## src/rtl/div_pkg.sv

```systemverilog
// Shared types and constants for the shift/subtract restoring divider.
package div_pkg;

    localparam int DIV_WIDTH   = 8;
    localparam int DIV_CNT_MAX = DIV_WIDTH - 1;
    localparam int DIV_CNT_W   = 4;

    typedef enum logic [1:0] {
        IDLE  = 2'd0,
        SHIFT = 2'd1,
        SUB   = 2'd2,
        DONE  = 2'd3
    } div_state_t;

endpackage

```

## src/rtl/div_control.sv

```systemverilog
// Control FSM for the restoring divider: sequences one shift/subtract pair per
// quotient bit and decodes datapath strobes and status flags from state.
module div_control
    import div_pkg::*;
#(
    parameter int CNT_MAX = DIV_CNT_MAX
) (
    input  logic i_clk,
    input  logic i_rst,
    input  logic i_run,
    input  logic i_div_zero,
    output logic o_load,
    output logic o_load_zero,
    output logic o_shift,
    output logic o_sub,
    output logic o_busy,
    output logic o_done
);

    localparam logic [DIV_CNT_W-1:0] CNT_LAST = DIV_CNT_W'(CNT_MAX);

    div_state_t             r_state;
    div_state_t             w_next;
    logic [DIV_CNT_W-1:0]   r_cnt;

    // State register
    always_ff @(posedge i_clk or posedge i_rst) begin
        if (i_rst) begin
            r_state <= IDLE;
        end else begin
            r_state <= w_next;
        end
    end

    // Iteration counter: cleared on a normal start, advanced once per subtract step
    always_ff @(posedge i_clk or posedge i_rst) begin
        if (i_rst) begin
            r_cnt <= {DIV_CNT_W{1'b0}};
        end else if (o_load) begin
            r_cnt <= {DIV_CNT_W{1'b0}};
        end else if (o_sub) begin
            r_cnt <= r_cnt + {{(DIV_CNT_W-1){1'b0}}, 1'b1};
        end else begin
            r_cnt <= r_cnt;
        end
    end

    // Next-state and strobe decode
    always_comb begin
        w_next      = r_state;
        o_load      = 1'b0;
        o_load_zero = 1'b0;
        o_shift     = 1'b0;
        o_sub       = 1'b0;
        case (r_state)
            IDLE: begin
                if (i_run) begin
                    if (i_div_zero) begin
                        o_load_zero = 1'b1;
                        w_next      = DONE;
                    end else begin
                        o_load = 1'b1;
                        w_next = SHIFT;
                    end
                end else begin
                    w_next = IDLE;
                end
            end
            SHIFT: begin
                o_shift = 1'b1;
                w_next  = SUB;
            end
            SUB: begin
                o_sub = 1'b1;
                if (r_cnt == CNT_LAST) begin
                    w_next = DONE;
                end else begin
                    w_next = SHIFT;
                end
            end
            DONE: begin
                // Run must be released before another operation can start
                if (i_run) begin
                    w_next = DONE;
                end else begin
                    w_next = IDLE;
                end
            end
            default: begin
                w_next = IDLE;
            end
        endcase
    end

    assign o_busy = (r_state == SHIFT) || (r_state == SUB);
    assign o_done = (r_state == DONE);

endmodule

```

## src/rtl/shift_sub_divider.sv

```systemverilog
// Sequential unsigned restoring divider: 9-bit partial remainder, quotient
// register, and a 10-bit trial subtract whose MSB acts as the borrow-out.
module shift_sub_divider
    import div_pkg::*;
#(
    parameter int WIDTH = DIV_WIDTH
) (
    input  logic             Clk,
    input  logic             Reset,
    input  logic             Run,
    input  logic [WIDTH-1:0] Dividend,
    input  logic [WIDTH-1:0] Divisor,
    output logic [WIDTH-1:0] Quotient,
    output logic [WIDTH-1:0] Remainder,
    output logic             Busy,
    output logic             Done,
    output logic             DivZero
);

    logic [WIDTH:0]   r_rem;
    logic [WIDTH-1:0] r_quo;
    logic [WIDTH-1:0] r_div;
    logic             r_div_zero;
    logic [WIDTH+1:0] w_trial;
    logic             w_div_zero;
    logic             w_load;
    logic             w_load_zero;
    logic             w_shift;
    logic             w_sub;

    assign w_div_zero = (Divisor == {WIDTH{1'b0}});
    assign w_trial    = {1'b0, r_rem} - {2'b00, r_div};

    div_control #(
        .CNT_MAX (WIDTH - 1)
    ) u_control (
        .i_clk       (Clk),
        .i_rst       (Reset),
        .i_run       (Run),
        .i_div_zero  (w_div_zero),
        .o_load      (w_load),
        .o_load_zero (w_load_zero),
        .o_shift     (w_shift),
        .o_sub       (w_sub),
        .o_busy      (Busy),
        .o_done      (Done)
    );

    // Datapath registers: operand capture, shift, and restoring subtract
    always_ff @(posedge Clk or posedge Reset) begin
        if (Reset) begin
            r_rem      <= {(WIDTH+1){1'b0}};
            r_quo      <= {WIDTH{1'b0}};
            r_div      <= {WIDTH{1'b0}};
            r_div_zero <= 1'b0;
        end else if (w_load) begin
            r_rem      <= {(WIDTH+1){1'b0}};
            r_quo      <= Dividend;
            r_div      <= Divisor;
            r_div_zero <= 1'b0;
        end else if (w_load_zero) begin
            // Divide-by-zero reports all-ones quotient and passes the dividend through
            r_rem      <= {1'b0, Dividend};
            r_quo      <= {WIDTH{1'b1}};
            r_div_zero <= 1'b1;
        end else if (w_shift) begin
            {r_rem, r_quo} <= {r_rem[WIDTH-1:0], r_quo, 1'b0};
        end else if (w_sub) begin
            if (!w_trial[WIDTH+1]) begin
                r_rem    <= w_trial[WIDTH:0];
                r_quo[0] <= 1'b1;
            end else begin
                r_quo[0] <= 1'b0;
            end
        end else begin
            r_rem <= r_rem;
        end
    end

    assign Quotient  = r_quo;
    assign Remainder = r_rem[WIDTH-1:0];
    assign DivZero   = r_div_zero;

endmodule
```

## config.mk

```make
export PLATFORM = sky130hd
export DESIGN_NAME = shift_sub_divider
export DESIGN_NICKNAME = d
export VERILOG_FILES = /design/src/rtl/div_pkg.sv /design/src/rtl/div_control.sv /design/src/rtl/shift_sub_divider.sv
export SDC_FILE = /design/constraint.sdc
export NUM_CORES = 1
export LEC_CHECK = 0
export BUFFER_PORTS_ARGS = -buffer_cell sky130_fd_sc_hd__buf_2
export CAP_MARGIN = 10
export CORE_MARGIN = 2
export CORE_UTILIZATION = 40
export CTS_BUF_LIST = sky130_fd_sc_hd__clkbuf_2 sky130_fd_sc_hd__clkbuf_4 sky130_fd_sc_hd__clkbuf_8
export DETAILED_ROUTE_END_ITERATION = 8
export HOLD_SLACK_MARGIN = 0.03
export SLEW_MARGIN = 10
export SYNTH_ARGS = -nofsm -noshare
export SYNTH_HDL_FRONTEND = slang
export SYNTH_HIERARCHICAL = 1
export SYNTH_SLANG_ARGS = --single-unit
```

## constraint.sdc

```tcl
create_clock -name Clk -period 2.8 [get_ports Clk]
set_input_delay 0.28 -clock Clk [delete_from_list [all_inputs] [get_ports Clk]]
set_output_delay 0.28 -clock Clk [all_outputs]
set_load 0.03 [all_outputs]
```

==> summary.md, run 1 <==
| Metric | Value |
|---|---|
| Num CTS Buffers | 5 |
| DRT Wirelength | 4.60 mm |
| RSZ-0062 raised after global routing | no |
| Die Span Y | 76.8 microns |
| Most used DFF post-synth | dfrtp_1 |
| Placed Instance Area | 2300 sq um |
| Critical Path RT | 2.95 ns |
| Final ANT Viol Nets | 0 |
| Worst reg2reg startpoint | r_rem[0] |
| Slew Limit Headroom | 28.5% |
| CP Max Fanout | 4 |
| Crit end category | register |
| CP Cell Sequence | inv_1 -> ha_1 -> inv_1 -> fa_1 -> a21o_1 -> a221oi_2 -> nor2_1 -> o311ai_2 -> a21o_1 -> o31ai_1 |
| Synthesized net count | 250 |
| Critical path class | reg -> reg |
| CP startpoint | r_rem[0] |
| Fmax | 0.441 GHz |
| Routed WL per cell | 14.5 microns |
| Grt ovf | 0 |
| Tmin final | 2.27 ns |
| Vias in the first global route | 1632 |
| Data arrival time of the critical path | 2.41 ns |
| H-tree depth | 2 |
| Full die area | 5890 sq um |
| Maximum clock path buffer count | 2 |
| Setup crit end | r_rem[8] |
| Peak VDD IR | 891 uV |
| Initial antenna violation count | 0 |
| Final Skew | 0.00608 ns |
| Lkg Pwr | 1.14 nW |
| Most common cell in the synthesized netlist | dfrtp_1 |
| Top cells by count, synth | dfrtp_1 (32), nand2_1 (24), nor2_1 (17) |
| Iter 0 DRT Violations | 97 |
| # IOs | 38 |
| Fin crit share | 80.9% |
| Layout cells sized above 1 | 28.6% |
| Final slew viol count | 0 |
| Area of the mapped netlist | 2120 sq um |
| Top cells by area, synth | dfrtp_1 (38%), ha_1 (8.3%), mux2_2 (4.3%) |
| Final hold violations | 0 |
| Row cnt | 26 |
| Met3 Resource Use GR | 4.00% |
| IO buf count | 37 |
| RR Endpoint | r_rem[8] |
| Status | completed |
| GRT Util Overall | 17.1% |
| Avg Cell Area, Syn | 9.81 sq um |
| Routed vias | 1616 |
| Setup crit start kind | register |
| Instance count on the critical path | 10 |
| DR vias/cell | 5.08 |
| Number of flops mapped to enable cells by yosys | 0 |
| GRT met2 Usage | 26.2% |
| Post-Syn Instances | 216 |
| CTS clk-pin slew, worst paths | 0.06 ns |
| Synthesized flop and latch total | 32 |
| CTS sink cnt | 32 |
| TNS Setup | 0 ns |
| First-pass GRT wire length | 8.10 mm |
| Max-cap violations | 0 |
| Fin nets | 282 |
| Post-synthesis sequential area ratio | 37.8% |
| HPWL Detailed | 3.44 mm |
| Delay of the slowest critical-path stage | 0.41 ns |
| Die extent in x | 76.8 microns |
| Hold Path Class | in -> reg |
| Drt pass-1 iters | 4 |
| Synth async-reset ratio | 100% |
| Final Total Pwr | 3.38 mW |
| N_diodes | 0 |
| Reg2Reg Depth | 10 |
| Routability congestion estimate | 0.771 |
| Core area | 5110 sq um |
| Global routing's busiest layer | met2 |
| Pin slew with the least headroom to its limit | 1.07 ns |
| TritonCTS clock tree | yes |
| Critical path's slowest cell | dfrtp_1 |
| PD cells | 1400 nW/um^2 |
| Yosys top cell area share | 37.8% |
| Post-synth cell types | 44 |
| Count of final setup violators | 0 |
| DRC viols | 0 |
| Area Overhead vs Synth | 13.8% |
| R2r setup slk | 0.53 ns |
| Post-CTS Setup Inserts | 0 |
| Design Area, Final | 2410 sq um |
| Ys Warns | 6 |
| Largest net degree at the start of global routing | 29 |
| Initial Util | 41.5% |
| GR Util met1 | 23.9% |
| Root buffer cell | clkbuf_8 |
| Worst path bufs/invs | 2 |
| CP delay by family, top | compound AO/OA/AOI/OAI gates |
| Clk Latency, worst-skew pair | 0.28 ns |
| Leading area contributor after synthesis | dfrtp_1 |
[worst register-to-register path, stage by stage, from the launching register on]
cell and delay, ns:
dfrtp_1 0.41, inv_1 0.07, ha_1 0.16, inv_1 0.05, fa_1 0.39, a21o_1 0.21
a221oi_2 0.28, nor2_1 0.12, o311ai_2 0.22, a21o_1 0.17, o31ai_1 0.07
[layout make-up]
type,count,area [sq um]
flip-flops and latches,32,801
repair buffers,42,225
clock buffers,7,96.3
multi-input cells,150,1140
well taps,70,87.6
inverters,17,63.8
fillers,519,2700
[metal layers]
| layer | vias up | part of all wire [%] |
|---|---|---|
| met3 | 4 | 5.6 |
| li1 | 811 | - |
| met4 | 0 | 0.87 |
| met1 | 759 | 50 |
| met5 | - | 0 |
| met2 | 42 | 44 |
[through the flow]
stage / util [%] / cells / worst slack, ns / hold slack [ns]
final: 47.2 / 318 / 0.534 / 0.218
after global routing: 47.2 / 318 / 0.388 / 0.237
after CTS: 47.2 / 318 / 0.541 / 0.213
after detailed placement: 45.1 / 310 / 0.371 / 0.214
after global placement: 45.1 / 310 / 0.421 / 0.214
after floorplan: - / 216 / 0.572 / 0.0710
[registers in the layout, indices dropped and copies added (netlist names)]
signal and cells:
r_rem 9, Quotient 8, r_div 8, u_control/r_cnt 4, u_control/r_state 2, DivZero 1
[layout by cell type, fill, tap and decap left out, types with 4 or more instances in the layout]
cell type,n
a21o_1,4
a21oi_1,11
buf_2,37
buf_4,4
clkbuf_8,7
dfrtp_1,32
ha_1,14
inv_1,16
mux2_2,8
mux2i_1,5
nand2_1,24
nand2b_1,5
nor2_1,16
o21ai_0,13
o22a_1,7
o31ai_1,4
xnor2_1,5
xor2_1,4
[power by group]
group / internal (mW) / switching [mW]
sequential: 0.663 / 0.150
combinational: 0.909 / 1.28
clock: 0.219 / 0.160
total: 1.79 / 1.59
[logic make-up after synthesis]
logic type | Yosys count | share of synthesized area (%)
xor+xnor | 9 | 3.72
flops | 32 | 37.8
mux | 14 | 7.15
compound gates | 55 | 20.7
buf+inv | 34 | 8.68
fa+ha+maj | 15 | 9.21
simple gates | 57 | 12.7
[worst min path at each step]
stage                from                 end  slack, ns  cells after the start
6_report       Divisor[2]            r_div[2]       0.22                      3
5_1_grt        Divisor[6]            r_div[6]       0.24                      3
4_1_cts        Divisor[2]            r_div[2]       0.21                      3
3_5_place_dp        Reset  u_control/r_cnt[3]       0.21                      2
3_3_place_gp        Reset  u_control/r_cnt[2]       0.21                      2
2_1_floorplan       Reset  u_control/r_cnt[0]       0.07                      1
[repair_timing]
item / in CTS / in global routing
gates resized for setup: 0 / 0
hold buffers: 1 / 0
hold endpoints to repair: 6 / 0
No activity file was read; power rests on OpenSTA's default activity.
==> run 2, diff against run 1 <==
==> constraint.sdc (replaced) <==
create_clock -name Clk -period 2 [get_ports Clk]
set_input_delay 0.2 -clock Clk [delete_from_list [all_inputs] [get_ports Clk]]
set_output_delay 0.2 -clock Clk [all_outputs]
set_load 0.03 [all_outputs]
==> summary.md, run 2 (synthesized netlist as in run 1, its figures left out) <==
| Metric | Value |
|---|---|
| Data arrival time of the critical path | 2.30 ns |
| CP Cell Sequence | inv_1 -> ha_2 -> inv_2 -> fa_2 -> a21o_1 -> a221oi_4 -> xor2_1 -> o21ai_1 -> a32o_2 |
| Critical Path RT | 2.17 ns |
| # IOs | 38 |
| PD cells | 2040 nW/um^2 |
| DR vias/cell | 5.05 |
| CTS sink cnt | 32 |
| Final ANT Viol Nets | 0 |
| Routed vias | 1752 |
| HPWL Detailed | 3.65 mm |
| Critical path's slowest cell | dfrtp_1 |
| Maximum clock path buffer count | 2 |
| Largest net degree at the start of global routing | 29 |
| Row cnt | 26 |
| RSZ-0062 raised after global routing | yes |
| Vias in the first global route | 1672 |
| TritonCTS clock tree | yes |
| Most frequent cells in the layout | buf_2 (37), dfrtp_1 (32), buf_4 (29) |
| Failing checks | setup timing |
| Initial Util | 41.5% |
| Pin slew with the least headroom to its limit | 0.400 ns |
| Final Total Pwr | 5.63 mW |
| Drt pass-1 iters | 4 |
| Fin crit share | 106% |
| Max-cap violations | 0 |
| Final hold violations | 0 |
| Reg with most FFs | r_rem |
| Crit end category | register |
| Iter 0 DRT Violations | 106 |
| Peak VDD IR | 810 uV |
| GRT Util Overall | 17.6% |
| Root buffer cell | clkbuf_8 |
| Initial antenna violation count | 0 |
| Routability congestion estimate | 0.822 |
| Critical path class | reg -> reg |
| Status | finished, violations left |
| Hold Path Class | in -> reg |
| CTS clk-pin slew, worst paths | 0.08 ns |
| Delay of the slowest critical-path stage | 0.38 ns |
| Commonest non-fill, non-tap cell in the layout | buf_2 |
| Lkg Pwr | 1.31 nW |
| Layout Cells excl Fill | 347 |
| Full die area | 5890 sq um |
| Core area | 5110 sq um |
| Count of final setup violators | 3 |
| Max reg flops | 9 |
| Clk Latency, worst-skew pair | 0.29 ns |
| DRT Wirelength | 4.97 mm |
| Slew Limit Headroom | 73.4% |
| CP Max Fanout | 2 |
| H-tree depth | 2 |
| CP delay by family, top | compound AO/OA/AOI/OAI gates |
| Final Skew | 0.0113 ns |
| Fmax | 0.470 GHz |
| Die extent in x | 76.8 microns |
| Final core occ | 54.2% |
| Die Span Y | 76.8 microns |
| Smallest hold slack | 0.142 ns |
| Layout cells sized above 1 | 41.9% |
| IO buf count | 37 |
| Fin nets | 310 |
| Final slew viol count | 0 |
| Grt ovf | 0 |
| Worst path bufs/invs | 2 |
| DRC viols | 0 |
| Num CTS Buffers | 5 |
| Dpl cells | 335 |
| Setup crit start kind | register |
| Area Overhead vs Synth | 30.7% |
| Tmin final | 2.13 ns |
| First-pass GRT wire length | 8.23 mm |
| N_diodes | 0 |
| Routed WL per cell | 14.3 microns |
| Final WS setup | -0.129 ns |
==> run 2: cell types whose count changed in the layout (fill, tap and decap cells not counted), sizes merged <==
cell      before  now
clkinv         1    0
clkinvlp       0    1
bufinv         0    1
buf           41   68
clkbuf         7    8
==> run 2: timing repair <==
item,4_1_cts,5_1_grt
setup endpoints to repair,3,17
cloned,0,1
pin swaps,1,4
resized for setup,0,15
hold buffers,1,0
buffers inserted,0,2
hold endpoints to repair,32,0
==> run 2: area by class of cell <==
cell class	instances	area, sq um
Clock buffer	7	96.3
Inverter	17	67.6
Tap cell	70	87.6
Sequential cell	32	801
Multi-Input combinational cell	150	1220
Fill cell	481	2340
Timing Repair Buffer	70	469
Clock inverter	1	30.0
==> run 2: layer usage <==
layer,GRT usage [%],part of all wire (%),vias up
met3,3.65,5.1,7
li1,-,-,873
met4,4.36,1.0,0
met2,27.3,44,56
met1,25.0,50,816
met5,0,0,-
==> run 2: metrics by stage <==
step	instance area [sq um]	setup slack, ns	setup TNS, ns
CTS	2660	-0.122	-0.255
global placement	2520	-0.135	-0.633
global route	2770	-0.229	-0.682
finish	2770	-0.129	-0.299
floorplan	2140	-0.118	-0.332
detailed placement	2520	-0.186	-1.26
==> run 2: worst paths after layout <==
kind	startpoint	to	slack, ns	cells after the start
max	r_rem[0]	r_rem[6]	-0.13	9
min	Divisor[2]	r_div[2]	0.14	3
max reg2reg	r_rem[0]	r_rem[6]	-0.13	9
min reg2reg	DivZero	DivZero	0.50	2
max in group asynchronous	Reset	r_div[2]	1.21	4
min in group asynchronous	Reset	u_control/r_cnt[3]	0.39	3
==> run 2: worst reg2reg max path: cells and delay by family (launching register included) <==
family / cells / cell delay, ns
adders and majority gates: 2 / 0.51
xor gates and xnor gates: 1 / 0.18
buffers and inverters: 2 / 0.11
AOI/OAI and AO/OA: 4 / 0.83
DFF: 1 / 0.38
==> run 2: where the power goes <==
group          leakage (nW)  total [mW]  switching, mW  internal [mW]
sequential            0.399        1.11          0.178          0.928
combinational         0.845        3.83           2.05           1.78
clock                0.0645       0.693          0.254          0.440
==> run 3, diff against run 2 <==
--- a/config.mk
+++ b/config.mk
@@ -5,6 +5,7 @@
 export SDC_FILE = /design/constraint.sdc
 export NUM_CORES = 1
 export LEC_CHECK = 0
+export ABC_AREA = 1
 export BUFFER_PORTS_ARGS = -buffer_cell sky130_fd_sc_hd__buf_2
 export CAP_MARGIN = 10
 export CORE_MARGIN = 2
@@ -15,5 +16,4 @@
 export SLEW_MARGIN = 10
 export SYNTH_ARGS = -nofsm -noshare
 export SYNTH_HDL_FRONTEND = slang
-export SYNTH_HIERARCHICAL = 1
 export SYNTH_SLANG_ARGS = --single-unit
==> summary.md, run 3 <==
| Metric | Value |
|---|---|
| Hold Path Class | in -> reg |
| Maximum clock path buffer count | 2 |
| Area of the mapped netlist | 2200 sq um |
| Avg Cell Area, Syn | 7.22 sq um |
| Fin crit share | 91.7% |
| Final Total Pwr | 5.07 mW |
| Synth Area in XOR/XNOR | 0.795% |
| IO buf count | 37 |
| Simple-Gate Fraction of Synth Area | 31.5% |
| CP Cell Sequence | inv_1 -> ha_1 -> inv_1 -> fa_2 -> nand2_2 -> nand3_2 -> nand3b_1 -> nand3b_1 -> nand3_1 -> nand2_1 -> nand2_1 -> nand2_1 |
| Sequential share of power | 22.9% |
| Peak VDD IR | 1050 uV |
| N_diodes | 0 |
| Clk pwr share | 10.6% |
| Data arrival time of the critical path | 2.01 ns |
| Fin nets | 376 |
| Synthesized flop and latch total | 32 |
| GRT Util Overall | 18.5% |
| Combinational share of power | 66.5% |
| Num CTS Buffers | 5 |
| Adder-Cell Fraction of Synth Area | 8.86% |
| Final hold violations | 0 |
| Final core occ | 47.0% |
| DR vias/cell | 4.91 |
| Placed Instance Area | 2420 sq um |
| Area Overhead vs Synth | 15.4% |
| Fmax | 0.546 GHz |
| CP most frequent cell | nand2_1 |
| Routed vias | 2036 |
| Final Skew | 0.00848 ns |
| Crit end category | register |
| Clk Latency, worst-skew pair | 0.28 ns |
| Top cells by area, synth | dfrtp_1 (36%), nand2_1 (16%), ha_1 (8.0%) |
| Routed WL per cell | 12.7 microns |
| Smallest hold slack | 0.146 ns |
| Max reg flops | 9 |
| Dpl cells | 405 |
| Pint | 2.40 mW |
| TNS Setup | 0 ns |
| Worst slack, placed | 0.0461 ns |
| Delay of the slowest critical-path stage | 0.40 ns |
| Top cells by count, synth | nand2_1 (96), inv_1 (38), dfrtp_1 (32) |
| Root buffer cell | clkbuf_8 |
| Worst reg2reg startpoint | r_rem[0] |
| Drt pass-1 iters | 4 |
| Routability congestion estimate | 0.905 |
| Die extent in x | 78.2 microns |
| DRT Wirelength | 5.28 mm |
| Layout Cells excl Fill | 415 |
| Most frequent cells in the layout | nand2_1 (95), inv_1 (38), buf_2 (37) |
| CP Max Fanout | 4 |
| Lkg Pwr | 1.39 nW |
| Post-Syn Instances | 305 |
| CP startpoint | r_rem[0] |
| # IOs | 38 |
| Most common cell in the synthesized netlist | nand2_1 |
| Vias in the first global route | 2032 |
| P_sw | 2.67 mW |
| Row cnt | 27 |
| Multiplexer area fraction after synthesis | 0% |
| HPWL Detailed | 4.03 mm |
| Synth async-reset ratio | 100% |
| Iter 0 DRT Violations | 103 |
| Compound-cell area share of the yosys netlist | 10.7% |
| Commonest non-fill, non-tap cell in the layout | nand2_1 |
| Leading area contributor after synthesis | dfrtp_1 |
| Final ANT Viol Nets | 0 |
| Number of flops mapped to enable cells by yosys | 0 |
| # fillers | 583 |
| Hold_sp | Divisor[7] |
| H-tree depth | 2 |
| Largest family of logic cells by synthesized area | simple AND/OR/NAND/NOR gates |
| Initial antenna violation count | 0 |
| Final slew viol count | 0 |
| Critical path class | reg -> reg |
| Largest net degree at the start of global routing | 33 |
| Critical Path RT | 2.18 ns |
| TritonCTS clock tree | yes |
| Count of final setup violators | 0 |
| PD cells | 1990 nW/um^2 |
| Full die area | 6120 sq um |
| Grt ovf | 0 |
| RSZ-0062 raised after global routing | no |
| Initial Util | 40.8% |
| Tmin final | 1.83 ns |
| Yosys top cell area share | 36.3% |
| Max-cap violations | 0 |
| Most used DFF post-synth | dfrtp_1 |
| Sw Share | 52.6% |
| Final WS setup | 0.167 ns |
| Layout cells sized above 1 | 19.5% |
| Core area | 5410 sq um |
| DRC viols | 0 |
| Critical path's slowest cell | dfrtp_1 |
| Die Span Y | 78.2 microns |
| CTS clk-pin slew, worst paths | 0.07 ns |
| Pin slew with the least headroom to its limit | 0.479 ns |
| Design Area, Final | 2540 sq um |
| CTS sink cnt | 32 |
| Synthesized net count | 339 |
| Post-synthesis sequential area ratio | 36.3% |
| First-pass GRT wire length | 9.03 mm |
| Ys Warns | 0 |
| Post-synth cell types | 29 |
| Slew Limit Headroom | 68.1% |
| Reg with most FFs | r_rem |
| Status | completed |
| Setup crit start kind | register |
run 3: area by class of cell:
| class | count | area [sq um] | share of cell area (%) |
|---|---|---|---|
| clock buffer | 8 | 97.6 | 3.84 |
| inverter | 42 | 160 | 6.30 |
| multi-input combinational | 217 | 1150 | 45.4 |
| sequential | 32 | 801 | 31.5 |
| tap | 72 | 90.1 | 3.54 |
| timing repair buffer | 44 | 240 | 9.45 |
run 3: cell families after synthesis:
group / after synthesis
AO/OA/AOI/OAI: 42
XOR/XNOR: 2
adder cells (fa/ha/maj): 15
buffers and inverters: 56
flip-flops: 32
AND/OR/NAND/NOR: 158
run 3: repair_timing:
item,CTS,global route
hold endpoints to repair,32,0
setup endpoints to repair,0,3
resized for setup,0,3
hold buffers,1,0
setup buffers,0,1
run 3: path summary, 6_finish.rpt:
kind                            end  cells after the start  slack, ns
min                        r_div[7]                      3       0.15
min reg2reg                r_div[0]                      2       0.48
max                        r_rem[6]                     12       0.17
max in group asynchronous  r_div[0]                      4       1.15
min in group asynchronous  r_div[2]                      4       0.55
max reg2reg                r_rem[6]                     12       0.17
run 3: metal layers:
metal / up-vias / share of wire [%] / track usage, %
met4: 0 / 1.3 / 5.61
met3: 8 / 3.6 / 3.79
met5: - / 0 / 0
met1: 945 / 48 / 24.1
li1: 1046 / - / -
met2: 37 / 47 / 31.1
run 3: power groups by stage:
stage	clock, mW	sequential, mW	combinational (mW)
after floorplan	0	1.30	2.53
after global placement	0	1.17	3.30
after detailed placement	0	1.18	3.32
after CTS	0.556	1.16	3.35
after global routing	0.585	1.20	3.83
final	0.537	1.16	3.37
run 3: critical path: cells and delay by family (launching register included):
kind          cells  cell delay (ns)
fa+ha+maj         2             0.52
simple gates      8             0.66
buf+inv           2             0.16
flops             1             0.40
